[src/rtl/mem_stage_pkg.sv]
// Shared types and constants for the MEM pipeline stage: memory op codes,
// exception codes, FSM state encoding, the MEM/WB register layout and the
// load extraction/extension helper.
package mem_stage_pkg;

    localparam int EXP_CODE_W   = 4;
    localparam int HART_STATE_W = 2;
    localparam int MEM_OP_W     = 4;

    localparam logic [EXP_CODE_W-1:0] EXP_NONE        = 4'd0;
    localparam logic [EXP_CODE_W-1:0] EXP_LD_MISALIGN = 4'd4;
    localparam logic [EXP_CODE_W-1:0] EXP_ST_MISALIGN = 4'd6;

    typedef enum logic [MEM_OP_W-1:0] {
        MEM_OP_NOP = 4'd0,
        MEM_OP_LB  = 4'd1,
        MEM_OP_LH  = 4'd2,
        MEM_OP_LW  = 4'd3,
        MEM_OP_LBU = 4'd4,
        MEM_OP_LHU = 4'd5,
        MEM_OP_SB  = 4'd6,
        MEM_OP_SH  = 4'd7,
        MEM_OP_SW  = 4'd8
    } mem_op_e;

    typedef enum logic [1:0] {
        MEM_IDLE  = 2'd0,
        MEM_WAIT  = 2'd1,
        MEM_HOLD  = 2'd2,
        MEM_DRAIN = 2'd3
    } mem_state_e;

    typedef struct packed {
        logic [EXP_CODE_W-1:0]   exp_code;
        logic [31:0]             pc;
        logic                    en;
        logic [4:0]              rd_addr;
        logic                    gpr_we_;
        logic [31:0]             out;
        logic [HART_STATE_W-1:0] hart_st;
    } mem_wb_t;

    // Empty slot in WB: nothing valid, no register write, no exception.
    localparam mem_wb_t MEM_WB_BUBBLE = '{
        exp_code: EXP_NONE,
        pc:       32'd0,
        en:       1'b0,
        rd_addr:  5'd0,
        gpr_we_:  1'b1,
        out:      32'd0,
        hart_st:  '0
    };

    // Pick the addressed byte/halfword out of a read word and extend it.
    function automatic logic [31:0] load_extend(input mem_op_e op,
                                                input logic [1:0] lane,
                                                input logic [31:0] data);
        logic [31:0] shifted;
        logic [7:0]  b;
        logic [15:0] h;
        logic [31:0] res;
        shifted = data >> {lane, 3'b000};
        b       = shifted[7:0];
        h       = lane[1] ? data[31:16] : data[15:0];
        case (op)
            MEM_OP_LB:  res = {{24{b[7]}}, b};
            MEM_OP_LBU: res = {24'd0, b};
            MEM_OP_LH:  res = {{16{h[15]}}, h};
            MEM_OP_LHU: res = {16'd0, h};
            default:    res = data;
        endcase
        return res;
    endfunction

endpackage

[src/rtl/mem_stage_if.sv]
// Data-memory bus between the MEM stage (master) and data memory (slave).
// Handshake: the master raises req with we/addr/be/wr_data stable and keeps
// them stable until the slave returns ack; the transfer completes in the
// cycle ack is high (rd_data valid in that cycle for reads). There is no
// separate ready: ack is both acceptance and completion.
interface mem_stage_if #(
    parameter int DMEM_AW = 32
);
    logic               req;
    logic               we;
    logic [DMEM_AW-1:0] addr;
    logic [3:0]         be;
    logic [31:0]        wr_data;
    logic [31:0]        rd_data;
    logic               ack;

    modport master (
        output req, we, addr, be, wr_data,
        input  rd_data, ack
    );

    modport slave (
        input  req, we, addr, be, wr_data,
        output rd_data, ack
    );
endinterface

[src/rtl/mem_stage_reg.sv]
// MEM/WB pipeline register. Squash sources (reset, flush, busy) insert a
// bubble; an external stall holds the current contents.
module mem_reg
    import mem_stage_pkg::*;
(
    input  logic    clk,
    input  logic    reset,
    input  logic    stall,
    input  logic    flush,
    input  logic    busy,
    input  mem_wb_t wb_in,
    output mem_wb_t wb_out
);

    mem_wb_t wb_d;
    mem_wb_t wb_q;

    // Next contents: flush beats stall, stall beats busy, otherwise capture.
    always_comb begin
        wb_d = wb_q;
        if (flush) begin
            wb_d = MEM_WB_BUBBLE;
        end else if (stall) begin
            wb_d = wb_q;
        end else if (busy) begin
            wb_d = MEM_WB_BUBBLE;
        end else begin
            wb_d = wb_in;
        end
    end

    // Register with synchronous reset to the bubble value.
    always_ff @(posedge clk) begin
        if (reset) begin
            wb_q <= MEM_WB_BUBBLE;
        end else begin
            wb_q <= wb_d;
        end
    end

    assign wb_out = wb_q;

endmodule

[src/rtl/mem_stage.sv]
// MEM pipeline stage: store lane alignment, load extraction/extension,
// misalignment detection, bus wait-state handling and the MEM/WB register.
module mem_stage
    import mem_stage_pkg::*;
#(
    parameter int DMEM_AW = 32
) (
    input  logic                    clk,
    input  logic                    reset,
    input  logic                    stall,
    input  logic                    flush,
    input  logic [EXP_CODE_W-1:0]   ex_exp_code,
    input  logic [31:0]             ex_pc,
    input  logic                    ex_en,
    input  mem_op_e                 ex_mem_op,
    input  logic [31:0]             ex_mem_wr_data,
    input  logic [4:0]              ex_rd_addr,
    input  logic                    ex_gpr_we_,
    input  logic [31:0]             ex_out,
    input  logic [HART_STATE_W-1:0] ex_hart_st,
    mem_stage_if.master             dmem,
    output logic                    mem_busy,
    output logic [31:0]             mem_fwd_data,
    output logic [EXP_CODE_W-1:0]   mem_exp_code,
    output logic [31:0]             mem_pc,
    output logic                    mem_en,
    output logic [4:0]              mem_rd_addr,
    output logic                    mem_gpr_we_,
    output logic [31:0]             mem_out,
    output logic [HART_STATE_W-1:0] mem_hart_st,
    output mem_state_e              state_dbg
);

    logic is_load, is_store, is_half, is_word;
    logic no_exp, misalign, access_valid;
    logic [3:0]         req_be;
    logic [31:0]        req_wdata;
    logic [DMEM_AW-1:0] req_addr;

    mem_state_e         state_d, state_q;
    logic [31:0]        rbuf_d, rbuf_q;
    logic               lat_we_d, lat_we_q;
    logic [DMEM_AW-1:0] lat_addr_d, lat_addr_q;
    logic [3:0]         lat_be_d, lat_be_q;
    logic [31:0]        lat_wdata_d, lat_wdata_q;

    logic [31:0] load_data;
    mem_wb_t     wb_in, wb_out;

    // Decode the op and qualify the access against exceptions/alignment.
    always_comb begin
        is_load  = 1'b0;
        is_store = 1'b0;
        is_half  = 1'b0;
        is_word  = 1'b0;
        case (ex_mem_op)
            MEM_OP_LB, MEM_OP_LBU: is_load = 1'b1;
            MEM_OP_LH, MEM_OP_LHU: begin is_load = 1'b1; is_half = 1'b1; end
            MEM_OP_LW:             begin is_load = 1'b1; is_word = 1'b1; end
            MEM_OP_SB:             is_store = 1'b1;
            MEM_OP_SH:             begin is_store = 1'b1; is_half = 1'b1; end
            MEM_OP_SW:             begin is_store = 1'b1; is_word = 1'b1; end
            default:               ;
        endcase
        no_exp       = (ex_exp_code == EXP_NONE);
        misalign     = ex_en & no_exp &
                       ((is_half & ex_out[0]) | (is_word & (ex_out[1:0] != 2'b00)));
        access_valid = ex_en & no_exp & (ex_mem_op != MEM_OP_NOP) & ~misalign;
    end

    // Byte lanes and replicated store data; loads always read the full word.
    always_comb begin
        req_addr = {ex_out[DMEM_AW-1:2], 2'b00};
        case (ex_mem_op)
            MEM_OP_SB: begin
                req_be    = 4'b0001 << ex_out[1:0];
                req_wdata = {4{ex_mem_wr_data[7:0]}};
            end
            MEM_OP_SH: begin
                req_be    = ex_out[1] ? 4'b1100 : 4'b0011;
                req_wdata = {2{ex_mem_wr_data[15:0]}};
            end
            default: begin
                req_be    = 4'b1111;
                req_wdata = ex_mem_wr_data;
            end
        endcase
    end

    // Bus FSM: issue from IDLE, stretch in WAIT, park read data in HOLD while
    // stalled, and in DRAIN finish a flushed transfer from the latched request
    // (upstream may already present a different instruction).
    always_comb begin
        state_d      = state_q;
        rbuf_d       = rbuf_q;
        lat_we_d     = lat_we_q;
        lat_addr_d   = lat_addr_q;
        lat_be_d     = lat_be_q;
        lat_wdata_d  = lat_wdata_q;
        dmem.req     = 1'b0;
        dmem.we      = is_store;
        dmem.addr    = req_addr;
        dmem.be      = req_be;
        dmem.wr_data = req_wdata;
        mem_busy     = 1'b0;
        case (state_q)
            MEM_IDLE: begin
                dmem.req = access_valid;
                if (access_valid) begin
                    lat_we_d    = is_store;
                    lat_addr_d  = req_addr;
                    lat_be_d    = req_be;
                    lat_wdata_d = req_wdata;
                    if (dmem.ack) begin
                        if (stall && !flush) begin
                            rbuf_d  = dmem.rd_data;
                            state_d = MEM_HOLD;
                        end
                    end else begin
                        mem_busy = 1'b1;
                        state_d  = flush ? MEM_DRAIN : MEM_WAIT;
                    end
                end
            end
            MEM_WAIT: begin
                dmem.req     = 1'b1;
                dmem.we      = lat_we_q;
                dmem.addr    = lat_addr_q;
                dmem.be      = lat_be_q;
                dmem.wr_data = lat_wdata_q;
                if (dmem.ack) begin
                    if (stall && !flush) begin
                        rbuf_d  = dmem.rd_data;
                        state_d = MEM_HOLD;
                    end else begin
                        state_d = MEM_IDLE;
                    end
                end else begin
                    mem_busy = 1'b1;
                    if (flush) state_d = MEM_DRAIN;
                end
            end
            MEM_HOLD: begin
                if (!stall || flush) state_d = MEM_IDLE;
            end
            MEM_DRAIN: begin
                // Busy through the ack cycle too: that ack belongs to the
                // squashed access, so the instruction now in MEM must not
                // complete on it.
                dmem.req     = 1'b1;
                dmem.we      = lat_we_q;
                dmem.addr    = lat_addr_q;
                dmem.be      = lat_be_q;
                dmem.wr_data = lat_wdata_q;
                mem_busy     = 1'b1;
                if (dmem.ack) state_d = MEM_IDLE;
            end
            default: state_d = MEM_IDLE;
        endcase
    end

    // FSM state, read buffer and latched request.
    always_ff @(posedge clk) begin
        if (reset) begin
            state_q     <= MEM_IDLE;
            rbuf_q      <= 32'd0;
            lat_we_q    <= 1'b0;
            lat_addr_q  <= '0;
            lat_be_q    <= 4'd0;
            lat_wdata_q <= 32'd0;
        end else begin
            state_q     <= state_d;
            rbuf_q      <= rbuf_d;
            lat_we_q    <= lat_we_d;
            lat_addr_q  <= lat_addr_d;
            lat_be_q    <= lat_be_d;
            lat_wdata_q <= lat_wdata_d;
        end
    end

    // Stage result (also forwarded to EX) and the MEM/WB capture value.
    always_comb begin
        load_data = (state_q == MEM_HOLD) ? rbuf_q : dmem.rd_data;
        if (access_valid && is_load) begin
            mem_fwd_data = load_extend(ex_mem_op, ex_out[1:0], load_data);
        end else begin
            mem_fwd_data = ex_out;
        end
        wb_in.exp_code = misalign ? (is_load ? EXP_LD_MISALIGN : EXP_ST_MISALIGN)
                                  : ex_exp_code;
        wb_in.pc       = ex_pc;
        wb_in.en       = ex_en;
        wb_in.rd_addr  = ex_rd_addr;
        wb_in.gpr_we_  = ex_gpr_we_ | misalign;
        wb_in.out      = mem_fwd_data;
        wb_in.hart_st  = ex_hart_st;
    end

    mem_reg u_mem_reg (
        .clk    (clk),
        .reset  (reset),
        .stall  (stall),
        .flush  (flush),
        .busy   (mem_busy),
        .wb_in  (wb_in),
        .wb_out (wb_out)
    );

    assign mem_exp_code = wb_out.exp_code;
    assign mem_pc       = wb_out.pc;
    assign mem_en       = wb_out.en;
    assign mem_rd_addr  = wb_out.rd_addr;
    assign mem_gpr_we_  = wb_out.gpr_we_;
    assign mem_out      = wb_out.out;
    assign mem_hart_st  = wb_out.hart_st;
    assign state_dbg    = state_q;

endmodule

[src/flat_wrapper.sv]
// flat-port wrapper written by rule: the top's interface ports become plain ports
module mem_stage_flat import mem_stage_pkg::*;
#(
    parameter int DMEM_AW = 32
)
  (clk, reset, stall, flush, ex_exp_code, ex_pc, ex_en, ex_mem_op, ex_mem_wr_data, ex_rd_addr, ex_gpr_we_, ex_out, ex_hart_st, mem_busy, mem_fwd_data, mem_exp_code, mem_pc, mem_en, mem_rd_addr, mem_gpr_we_, mem_out, mem_hart_st, state_dbg, dmem_req, dmem_we, dmem_addr, dmem_be, dmem_wr_data, dmem_rd_data, dmem_ack);
  mem_stage_if #(.DMEM_AW(DMEM_AW)) dmem_i ();
  input  logic clk;
  input  logic reset;
  input  logic stall;
  input  logic flush;
  input  logic [EXP_CODE_W-1:0] ex_exp_code;
  input  logic [31:0] ex_pc;
  input  logic ex_en;
  input  mem_op_e ex_mem_op;
  input  logic [31:0] ex_mem_wr_data;
  input  logic [4:0] ex_rd_addr;
  input  logic ex_gpr_we_;
  input  logic [31:0] ex_out;
  input  logic [HART_STATE_W-1:0] ex_hart_st;
  output logic mem_busy;
  output logic [31:0] mem_fwd_data;
  output logic [EXP_CODE_W-1:0] mem_exp_code;
  output logic [31:0] mem_pc;
  output logic mem_en;
  output logic [4:0] mem_rd_addr;
  output logic mem_gpr_we_;
  output logic [31:0] mem_out;
  output logic [HART_STATE_W-1:0] mem_hart_st;
  output mem_state_e state_dbg;
  output wire logic [$bits(dmem_i.req)-1:0] dmem_req;
  output wire logic [$bits(dmem_i.we)-1:0] dmem_we;
  output wire logic [$bits(dmem_i.addr)-1:0] dmem_addr;
  output wire logic [$bits(dmem_i.be)-1:0] dmem_be;
  output wire logic [$bits(dmem_i.wr_data)-1:0] dmem_wr_data;
  input wire logic [$bits(dmem_i.rd_data)-1:0] dmem_rd_data;
  input wire logic [$bits(dmem_i.ack)-1:0] dmem_ack;
  assign dmem_req = dmem_i.req;
  assign dmem_we = dmem_i.we;
  assign dmem_addr = dmem_i.addr;
  assign dmem_be = dmem_i.be;
  assign dmem_wr_data = dmem_i.wr_data;
  assign dmem_i.rd_data = dmem_rd_data;
  assign dmem_i.ack = dmem_ack;
  mem_stage #(.DMEM_AW(DMEM_AW)) u_core (.clk(clk), .reset(reset), .stall(stall), .flush(flush), .ex_exp_code(ex_exp_code), .ex_pc(ex_pc), .ex_en(ex_en), .ex_mem_op(ex_mem_op), .ex_mem_wr_data(ex_mem_wr_data), .ex_rd_addr(ex_rd_addr), .ex_gpr_we_(ex_gpr_we_), .ex_out(ex_out), .ex_hart_st(ex_hart_st), .dmem(dmem_i), .mem_busy(mem_busy), .mem_fwd_data(mem_fwd_data), .mem_exp_code(mem_exp_code), .mem_pc(mem_pc), .mem_en(mem_en), .mem_rd_addr(mem_rd_addr), .mem_gpr_we_(mem_gpr_we_), .mem_out(mem_out), .mem_hart_st(mem_hart_st), .state_dbg(state_dbg));
endmodule
[config.mk]
export PLATFORM = sky130hd
export DESIGN_NAME = mem_stage_flat
export DESIGN_NICKNAME = d
export VERILOG_FILES = /design/src/rtl/mem_stage_pkg.sv /design/src/rtl/mem_stage_if.sv /design/src/rtl/mem_stage_reg.sv /design/src/rtl/mem_stage.sv /design/src/flat_wrapper.sv
export SDC_FILE = /design/constraint.sdc
export NUM_CORES = 1
export LEC_CHECK = 0
export ABC_AREA = 1
export CORE_MARGIN = 4
export CORE_UTILIZATION = 35
export DETAILED_ROUTE_END_ITERATION = 7
export GPL_ROUTABILITY_DRIVEN = 0
export GPL_TIMING_DRIVEN = 1
export PLACE_DENSITY = 0.68
export SETUP_SLACK_MARGIN = 0.02
export SYNTH_ARGS = -nofsm -noshare
export SYNTH_HDL_FRONTEND = slang
export SYNTH_SLANG_ARGS = --single-unit
export TNS_END_PERCENT = 5
[constraint.sdc]
create_clock -name clk -period 4.8 [get_ports clk]
set_input_delay 0.96 -clock clk [delete_from_list [all_inputs] [get_ports clk]]
set_output_delay 0.96 -clock clk [all_outputs]
set_load 0.01 [all_outputs]
==> impl_metrics.csv <==
group,metric,value,unit
clocking,cts-root-buf,"clkbuf_16",
floorplanning,core_area,26100,µm²
logic_synthesis,synth-xor-area-share,0,%
timing,hold_violations,0,
route,detail_route.wl_per_cell,18.0,µm
logic_synthesis,synth_area,9310,µm²
timing,whs,0.448,ns
cells_and_area,finalNonFillerCells,2091,
logic_synthesis,synth_simple_gate_area_share,30.0,%
clocking,cts_hold_buffers,0,
cells_and_area,fin_nets,1892,
route,ant_nets,0,
route,wirelength,37700,µm
power_and_ir_drop,switchingPower,1.11,mW
cells_and_area,mostFrequentLayoutCells,"482 x nand2_1, 328 x clkdlybuf4s50_1, 189 x o21ai_0",
logic_synthesis,postSynthAreaPerCell,6.36,µm²
setup_path,path_class,"input port to output pin",
logic_synthesis,synthCells,1464,
timing,relSlewSlack,23.6,%
floorplanning,die_h,171,µm
power_and_ir_drop,p_int,2.54,mW
global_route,grt_most_used_layer,"met2",
placement,hpwl,28400,µm
route,dr.pass1.iters,6,
logic_synthesis,ys_warn_count,0,
timing,skew,0.0154,ns
cells_and_area,num-fill-cells,2601,
worst_hold_path,hold_class,"register to register",
global_route,overflow,0,
global_route,grt_pass1_wl,55900,µm
logic_synthesis,synth_compound_area_share,22.1,%
power_and_ir_drop,p_per_area,272,nW/µm²
route,via_per_inst,5.19,
logic_synthesis,ys_ff_latch,178,
timing,worst_slew_pin_slew,1.14,ns
clocking,worstSkewPairLatency,0.44,ns
floorplanning,dieArea,29300,µm²
placement,io_buffer_count,329,
power_and_ir_drop,power.leakage,5.34,nW
global_route,use_met1,33.9,%
clocking,cts_setup_buffers,0,
setup_path,cp_max_fo,32,
clocking,ctsResizeCount,0,
global_route,first_global_vias,9546,
route,drc,0,
logic_synthesis,ys_seq_area_share,38.3,%
clocking,numCtsBuffers,17,
global_route,track_usage,24.3,%
job,maxCapViolCount,0,
placement,post-place-cells,2058,
timing,finalSetupTns,0,ns
power_and_ir_drop,seqPwrFrac,41.8,%
floorplanning,ios,332,
power_and_ir_drop,power_frac_comb,19.5,%
timing,finalMaxSlewViolations,0,
cells_and_area,mostFrequentLayoutCell,"nand2_1",
logic_synthesis,ys_types,33,
clocking,cts_tree,"yes",
cells_and_area,area_delta_synth_final,44.1,%
power_and_ir_drop,p_clk_share,38.7,%
floorplanning,die_w,171,µm
global_route,antenna_found_initial,0,
power_and_ir_drop,switching_share,30.3,%
route,drt_iter0_drc,1229,
timing,rsz0062_at_grt,"false",
route,num_vias,10800,
global_route,grt_max_degree,108,
timing,setup_viol_count_final,0,
power_and_ir_drop,vdd_ir_drop_max,0.186,mV
clocking,cts_sinks,178,
cells_and_area,drive_above_1_share,5.19,%
run_status,status,"complete, no violations",
floorplanning,start_util,35.6,%
setup_path,crit_path_end_kind,"output pin",
floorplanning,rows,59,
clocking,cts.htree.levels,4,
clocking,clk_pin_slew_worst_paths,0.07,ns
logic_synthesis,synth.mux.area_fraction,0,%
setup_path,crit_path_start_kind,"input port",
setup_path,arrival,3.68,ns
clocking,clockBufferDepth,2,
timing,max_freq,215,MHz
timing,fin_crit_sh,96.7,%
logic_synthesis,synth_fa_ha_area_share,0,%
global_route,grtUsageMet2,38.3,%
timing,layout_min_cycle_time,4.64,ns
setup_path,crit_required,3.84,ns
logic_synthesis,synth_top_family_by_area,"simple AND/OR/NAND/NOR gates",
global_route,use_met3,4.09,%
==> critical path, cell delays in order <==
cell and delay (ns):
clkdlybuf4s50_1 0.57, inv_1 0.08, nor2_1 0.16, nand2_1 0.12
nand2_1 0.12, nor2_2 0.05, nand2_1 0.15, inv_2 0.07
buf_4 0.23, o21ai_0 0.45, nand2_1 0.19, clkdlybuf4s50_1 0.54
==> path summary, 6_finish.rpt <==
check             slack (ns)                endpoint  depth (start not counted)                    from
setup / recovery        0.16         mem_fwd_data[4]                         12            ex_mem_op[0]
hold / removal          0.45  u_core.lat_wdata_q[27]                          2  u_core.lat_wdata_q[27]
setup reg to reg        2.12  u_core.lat_wdata_q[21]                          8     u_core.state_dbg[1]
hold reg to reg         0.45  u_core.lat_wdata_q[27]                          2  u_core.lat_wdata_q[27]
==> cells in the mapped netlist <==
cell type,n,area (µm²)
a21o_1,1,7.51
a21oi_1,178,891
a21oi_2,1,8.76
a221oi_1,1,8.76
buf_1,6,22.5
buf_2,25,125
buf_4,7,52.6
buf_6,6,67.6
clkbuf_1,58,218
clkbuf_2,3,15.0
clkinv_1,1,3.75
conb_1,1,3.75
dfxtp_1,178,3560
inv_1,99,372
inv_2,6,22.5
nand2_1,482,1810
nand2_2,7,43.8
nand2b_1,1,6.26
nand3_1,142,711
nand3_2,1,10.0
nand3b_1,1,7.51
nand4_1,1,6.26
nand4_4,1,21.3
nor2_1,33,124
nor2_2,4,25.0
nor2_4,1,11.3
nor3_1,2,10.0
o211ai_1,22,165
o21ai_0,191,956
o21ai_1,1,5.00
o21bai_1,1,7.51
o31ai_1,1,7.51
or2_2,1,6.26
==> stage by stage <==
step                      instance area, µm²  worst slack (ns)  total power [mW]  util (%)
after floorplan                         9320              1.77              1.86         -
after global routing                   13400            0.0444              3.78      51.3
after global placement                 12800             0.238              2.26      49.1
after CTS                              13400             0.203              3.67      51.3
final                                  13400             0.156              3.65      51.3
after detailed placement               12800             0.234              2.26      49.1
==> registers in the layout (all words and copies together) (netlist names) <==
register                 cells
u_core.u_mem_reg.wb_out     77
u_core.rbuf_q               32
u_core.lat_we_q              1
u_core.lat_addr_q           30
u_core.lat_wdata_q          32
u_core.lat_be_q              4
u_core.state_dbg             2
==> power groups by stage <==
stage / Sequential [mW] / Combinational, mW / Clock, mW
3_5_place_dp: 1.56 / 0.701 / 0
4_1_cts: 1.52 / 0.704 / 1.44
5_1_grt: 1.53 / 0.768 / 1.49
3_3_place_gp: 1.56 / 0.699 / 0
6_report: 1.52 / 0.710 / 1.41
2_1_floorplan: 1.57 / 0.298 / 0
==> layer usage <==
layer / part of all wire [%] / vias to the layer above / wire length [µm]
met4: 2.8 / 0 / 1070
li1: - / 5361 / -
met1: 43 / 4931 / 16100
met3: 8.0 / 65 / 3030
met2: 46 / 485 / 17500
met5: 0 / - / 0
==> kinds of logic after synthesis <==
logic type | Yosys count
and+or+nand+nor | 677
AOI/OAI and AO/OA | 397
buffers and inverters | 211
other | 1
DFF | 178
==> cell type report <==
cell class	count	area [µm²]	area share [%]
Multi-Input combinational cell	1076	4870	36.3
Inverter	106	399	2.97
Tap cell	335	419	3.12
Timing Repair Buffer	363	3570	26.6
Sequential cell	178	3560	26.6
Clock inverter	15	171	1.28
Clock buffer	17	425	3.17
Antenna cell	1	2.50	0.0186
Note: power is estimated with default switching activity, not from simulation.
